$ cat config.mk
export PLATFORM = sky130hd
export DESIGN_NAME = tff_mod_counter
export DESIGN_NICKNAME = d
export VERILOG_FILES = /design/src/rtl/tff_mod_counter.sv
export SDC_FILE = /design/constraint.sdc
export NUM_CORES = 1
export LEC_CHECK = 0
export CAP_MARGIN = 20
export CORE_UTILIZATION = 50
export CTS_CLUSTER_DIAMETER = 30
export DETAILED_ROUTE_END_ITERATION = 6
export PLACE_DENSITY_LB_ADDON = 0.05
export SYNTH_ARGS = -nofsm -noshare
export SYNTH_HDL_FRONTEND = slang
export SYNTH_SLANG_ARGS = --single-unit
$ cat constraint.sdc
create_clock -name clk -period 5.25 [get_ports clk]
set_input_delay 0.525 -clock clk [delete_from_list [all_inputs] [get_ports clk]]
set_output_delay 0.525 -clock clk [all_outputs]
set_load 0.05 [all_outputs]
$ cat src/rtl/tff_mod_counter.sv
// WIDTH-bit bank of T flip-flops with toggle, modulo up/down count and clamped load modes.
// Also provides a registered terminal-count pulse and a saturating wrap counter.
module tff_mod_counter #(
   parameter int WIDTH  = 4,
   parameter int MODULO = 10,
   parameter int WRAP_W = 8
) (
   input  logic              clk,
   input  logic              reset,
   input  logic              En,
   input  logic [1:0]        mode,
   input  logic [WIDTH-1:0]  T,
   input  logic [WIDTH-1:0]  D,
   output logic [WIDTH-1:0]  Q,
   output logic              tc,
   output logic [WRAP_W-1:0] wrap_cnt
);

   typedef enum logic [1:0] {
      MODE_TOGGLE = 2'b00,
      MODE_UP     = 2'b01,
      MODE_DOWN   = 2'b10,
      MODE_LOAD   = 2'b11
   } mode_e;

   // Held one bit wider so MODULO == 2**WIDTH does not overflow the compare.
   localparam logic [WIDTH:0]   MOD_MAX_W = (WIDTH+1)'(MODULO - 1);
   localparam logic [WIDTH-1:0] MOD_MAX   = WIDTH'(MODULO - 1);

   logic [WIDTH-1:0]  q_q,    q_d;
   logic              tc_q,   tc_d;
   logic [WRAP_W-1:0] wrap_q, wrap_d;
   mode_e             mode_s;

   function automatic logic [WRAP_W-1:0] sat_inc(input logic [WRAP_W-1:0] v);
      return (&v) ? v : v + WRAP_W'(1);
   endfunction

   function automatic logic [WIDTH-1:0] clamp_load(input logic [WIDTH-1:0] v);
      return ({1'b0, v} > MOD_MAX_W) ? MOD_MAX : v;
   endfunction

   function automatic logic at_top(input logic [WIDTH-1:0] v);
      return {1'b0, v} >= MOD_MAX_W;
   endfunction

   assign mode_s = mode_e'(mode);

   always_comb begin
      q_d    = q_q;
      tc_d   = 1'b0;
      wrap_d = wrap_q;
      if (En) begin
         unique case (mode_s)
            MODE_TOGGLE: q_d = q_q ^ T;
            MODE_UP: begin
               if (at_top(q_q)) begin
                  q_d    = '0;
                  tc_d   = 1'b1;
                  wrap_d = sat_inc(wrap_q);
               end else begin
                  q_d = q_q + WIDTH'(1);
               end
            end
            MODE_DOWN: begin
               // Out-of-range values left by TOGGLE re-enter at the top of the range.
               if (q_q == '0 || {1'b0, q_q} > MOD_MAX_W) begin
                  q_d    = MOD_MAX;
                  tc_d   = 1'b1;
                  wrap_d = sat_inc(wrap_q);
               end else begin
                  q_d = q_q - WIDTH'(1);
               end
            end
            MODE_LOAD: q_d = clamp_load(D);
            default:   q_d = q_q;
         endcase
      end
   end

   always_ff @(posedge clk) begin
      if (reset) begin
         q_q    <= '0;
         tc_q   <= 1'b0;
         wrap_q <= '0;
      end else begin
         q_q    <= q_d;
         tc_q   <= tc_d;
         wrap_q <= wrap_d;
      end
   end

   assign Q        = q_q;
   assign tc       = tc_q;
   assign wrap_cnt = wrap_q;

endmodule

# Word-level counts from Yosys, hierarchy flattened
# Cells that the tools add are included.
# word_totals
out_inout_bits	13
ff_bits	13
word_cells	34
inputBits	13
# classes
n_lt_le_gt_ge	3
add_sub_neg	3
n_reduce_logical	7
n_eq_ne	5
bitwise_logic	2
n_mux	11
# op_table
cell	n
2-to-1 mux 8 bit	3
case mux 4 bit (4 select lines)	1
case mux 8 bit (2 select lines)	1
2-to-1 mux 4 bit	3
adder 8 x 1 -> 8 bit, second input constant	1
> comparator 4 bit, second input constant	2
AND reduction 8 bit	1
adder 4 x 1 -> 4 bit, second input constant	1
== test 2 bit, second input constant	2
>= comparator 4 bit, second input constant	1
zero test 4 bit	1
!= test 2 bit, second input constant	2
AND reduction 4 bit	1
subtractor 4 x 1 -> 4 bit, second input constant	1
XOR 4 bit	1
== test 2 x 1 -> 1 bit, second input constant	1
zero test 2 bit	1
2-to-1 mux 1 bit	2
case mux 1 bit (2 select lines)	1
nonzero test 2 bit	1
OR reduction 2 bit	1
logical OR 1 bit	1
inverter 1 bit	1

# Longest topological paths before layout
# logic_depth
word_depth	4
ltp_mapped	8
depth_no_buf	7

# Least setup slack after synthesis
# Ideal clock, no wire load.
# synth_timing
path_kind	register to register
startpoint	reg q_q[0], in the netlist Q[0]
endpoint	reg wrap_q[7], in the netlist wrap_cnt[7]
path_slack_ps	2891
path_stages_with_launch	9
setup_ps	70
arrival_ps	2289
period_less_slack_ps	2359
cell_sequence	dfxtp_1 -> inv_1 -> ha_1 -> nor3b_2 -> a211oi_2 -> nand3_2 -> buf_6 -> or3_1 -> a21oi_1
# synth_via
elab_chain_len	4
word_cells_on_any_way	7
# synth_rtl
element	line_no	text
start, declared	30	logic [WIDTH-1:0] q_q, q_d;
start signal, assigned	87	q_q <= q_d;
> comparator 4 bit / zero test 4 bit (equally long branches)	67	if (q_q == '0 || {1'b0, q_q} > MOD_MAX_W) begin
logical OR 1 bit	67	
!= test 2 bit (no source line)	-	
AND reduction 4 bit (no source line) *	-	
end signal, assigned	89	wrap_q <= wrap_d;
end, declared	32	logic [WRAP_W-1:0] wrap_q, wrap_d;
# Every way passes the cells marked *; elsewhere a longest branch is shown, timed or not.
# A chain may end at the register's enable or synchronous reset.

# Worst setup path after layout
# layout_timing
startpoint	in mode[1]
endpoint	reg wrap_q[5], in the netlist wrap_cnt[5]
# layout_via
elab_chain_len	3
word_cells_on_any_way	7
# layout_rtl
element	line_no	text
start, declared	11	input logic [1:0] mode,
== test 2 bit / == test 2 x 1 -> 1 bit (equally long branches)	54	unique case (mode_s)
!= test 2 bit (no source line) / nonzero test 2 bit (equally long branches)	-	
AND reduction 4 bit (no source line)	-	
# Parallel ways exist; a longest one is shown, timed or not.

==> key figures <==
Timing
  • Final Cycle Share: 47.84%
  • Post-layout min period: 2.512 ns
  • Slew HR: 65.77%
  • Fmax: 398.1 MHz
  • Fin. max-slew vios: 0
  • Final setup violation count: 0
  • Hold slack: 0.5075 ns
  • RSZ-0062 raised after global routing: no
  • Post-route clock skew: 0.002991 ns
  • TNS Setup: 0 ns
  • Worst Tran Pin Value: 0.5119 ns
  • Final hold vios: 0

Logic synthesis
  • Post-Synthesis Cell Area: 1001 um^2
  • Mapped Cells: 121
  • Adder and majority gate portion of the synthesized area: 11.25%
  • XOR/XNOR Fraction of Synth Area: 1.750%
  • Distinct cells, synth: 40
  • Simple-gate share of the synthesized area: 24.75%
  • Sequential share of the synthesized area: 26.00%
  • Flop and latch count out of synthesis: 13
  • Top cells by count, synth: 14 x a21oi_1, 13 x dfxtp_1, 9 x ha_1, 9 x nand2_1, 9 x o21ai_0
  • Mux cell area share after synthesis: 1.000%
  • Most frequent cell after synthesis: a21oi_1
  • Leading area contributor after synthesis: dfxtp_1
  • Async S/R FF share, synth: 0%
  • Largest family of logic cells by synthesized area: compound AO/OA/AOI/OAI gates
  • Syn_nets: 143
  • Syn. warnings: 0
  • Share of the synthesized area in the top cell type: 26.00%
  • Avg Inst Size Synth: 8.272 um^2
  • EDFF count, synth: 0
  • Post-synthesis compound-gate area fraction: 29.63%
  • Top_reg_cell synth: dfxtp_1
  • Top cells by area, synth: dfxtp_1 26%, ha_1 11%, a21oi_1 7.0%, o21ai_0 4.5%, nand2_1 3.4%

Setup path
  • Critical Path Source Type: primary input
  • CP max stage delay: 0.53 ns
  • CP Depth: 8
  • Crit path kind: in2reg
  • Crit-path cells: clkdlybuf4s50_1 -> inv_1 -> ha_1 -> nor2b_2 -> a211oi_2 -> nand3_2 -> or4_1 -> a21oi_1
  • Worst setup path end: wrap_cnt[5]$_SDFFE_PP0P_
  • FF-to-FF End: wrap_cnt[5]$_SDFFE_PP0P_
  • Worst Path Arrival: 2.72 ns
  • R2R setup slack: 2.91 ns
  • Critical path launch point: mode[1]
  • Critical Path RT: 5.45 ns
  • R2R cell count: 7
  • Slowest-stage cell, CP: or4_1
  • Top Family by Delay on Critical Path: simple AND/OR/NAND/NOR gates
  • CP Max Fanout: 12
  • Critical Path Sink Type: flip-flop
  • CP Buf/Inv Count: 2
  • Launch point of the worst reg-to-reg path: Q[0]$_SDFFE_PP0P_

Floorplanning
  • Row cnt: 15
  • Core Region: 1802 um^2
  • Die area: 2185 um^2
  • I/O pin cnt: 26
  • Die H: 46.74 um
  • Initial core utilization: 55.56%
  • Die Wd: 46.74 um

Run status
  • Outcome: completed

Placed design
  • Dpl cells: 168
  • Final GP Congestion: 0.9498
  • Placed inst area: 1256 um^2
  • Port bufs: 25
  • Hpwl dp: 1765 um

Routing
  • Post-route ant nets: 0
  • DR vias/cell: 5.750
  • Via count: 989
  • DRC viols: 0
  • Total Routed Length: 2318 um
  • Pre-antenna DRT Iters: 4
  • First DRT Iteration DRCs: 31
  • Average wire per standard cell: 13.48 um

Power and ir drop
  • Leak pwr: 0.4967 nW
  • Worst vdd ir: 0.0001121 V
  • Power Density: 205.6 nW/um^2

Finish
  • Finished Cell Area: 1282 um^2
  • FF/Latch Area: 260.3 um^2
  • Share of layout cells above drive strength 1: 9.524%
  • Final Non-Filler Cells: 172
  • Ant. Diodes: 0
  • Final net count: 170
  • Area occupied by multi-input gates: 684.4 um^2
  • Final core utilization: 71.18%
  • Area delta synth->final: 28.13%
  • # fillers: 169

Global route
  • GR Util All Layers: 24.86%
  • Vias in the first global route: 875
  • GRT Residual Overflow: 0
  • Largest net degree at the start of global routing: 15
  • First-pass GRT wire length: 3822 um
  • Initial antenna violation count: 0

Clocking
  • H-tree depth: 1
  • Post-CTS sizing: 0
  • CTS buffer count: 3
  • TritonCTS clock tree: built
  • Post-CTS Hold Fix Bufs: 0
  • Setup Buffers After CTS: 0
  • Root buf cell: clkbuf_4
  • Clock sink count: 13
  • CTS max path bufs: 2
  • Clk_lat worst skew: 0.27 ns
  • Clock-pin slew on the worst setup and hold paths: 0.08 ns

Flow run
  • MaxCap Viol Count: 0

Worst hold path
  • Worst Hold Class: reg2reg
  • Hold-critical path depth: 2
==> stage by stage <==
step	setup WS (ns)	power (mW)
2_1_floorplan	2.891	0.1770
3_3_place_gp	2.531	0.2025
3_5_place_dp	2.462	0.2033
4_1_cts	2.746	0.2653
5_1_grt	2.541	0.2795
6_report	2.738	0.2637
==> worst min-delay path by stage <==
stage | from | end | slack, ns
CTS | wrap_cnt[5]$_SDFFE_PP0P_ | wrap_cnt[5]$_SDFFE_PP0P_ | 0.50
finish | wrap_cnt[5]$_SDFFE_PP0P_ | wrap_cnt[5]$_SDFFE_PP0P_ | 0.51
global placement | wrap_cnt[5]$_SDFFE_PP0P_ | wrap_cnt[5]$_SDFFE_PP0P_ | 0.48
detailed placement | wrap_cnt[5]$_SDFFE_PP0P_ | wrap_cnt[5]$_SDFFE_PP0P_ | 0.49
global route | wrap_cnt[5]$_SDFFE_PP0P_ | wrap_cnt[5]$_SDFFE_PP0P_ | 0.56
floorplan | reset | Q[1]$_SDFFE_PP0P_ | 0.67
==> kinds of logic (layout without fill, tap and decap cells) <==
| kind of cell | after synthesis | after routing |
|---|---|---|
| muxes | 1 | 1 |
| xor gates and xnor gates | 2 | 2 |
| DFF | 13 | 13 |
| and+or+nand+nor | 43 | 43 |
| AOI/OAI and AO/OA | 42 | 42 |
| buffers and inverters | 11 | 37 |
| adders and majority gates | 9 | 9 |
==> placed cells by master, fill, tap and decap left out, types with 2 or more instances in the layout <==
master / count
xor2_1: 2
o21ai_0: 9
clkbuf_4: 3
clkdlybuf4s50_1: 25
a211o_1: 3
or3_1: 3
nand2_1: 9
a31oi_1: 4
and3_1: 4
ha_1: 9
inv_1: 7
a21oi_1: 14
nand3_1: 4
dfxtp_1: 13
nand4_1: 3
o21a_1: 2
nand2b_1: 3
nor2_1: 7
==> registers in the layout, summed over array words and instances (netlist names) <==
register / cells
wrap_cnt: 8
Q: 4
tc: 1
==> worst min-delay path, stage by stage, from the launching register on <==
cell     delay [ns]
dfxtp_1        0.34
o31ai_1        0.07
a21oi_1        0.06
==> layout make-up <==
cell class                      count  area share, %
Tap cell                           25          2.439
Sequential cell                    13          20.29
Inverter                            8          2.341
Clock buffer                        4          2.049
Multi-Input combinational cell     97          53.37
Timing Repair Buffer               25          19.51
==> report_power, final <==
group	internal [mW]	leakage, nW	switching (mW)
Combinational	0.0385	0.376	0.0520
Sequential	0.103	0.106	0.00866
Clock	0.0295	0.0150	0.0322
Total	0.171	0.497	0.0929
==> layer usage <==
layer	vias to the layer above	part of all wire (%)	track usage, %
met3	4	6.1	6.923
met2	32	45	38.33
met4	0	1.0	6.857
met1	454	48	34.11
met5	-	0	0
li1	499	-	-
(Power assumes the default switching activity.)
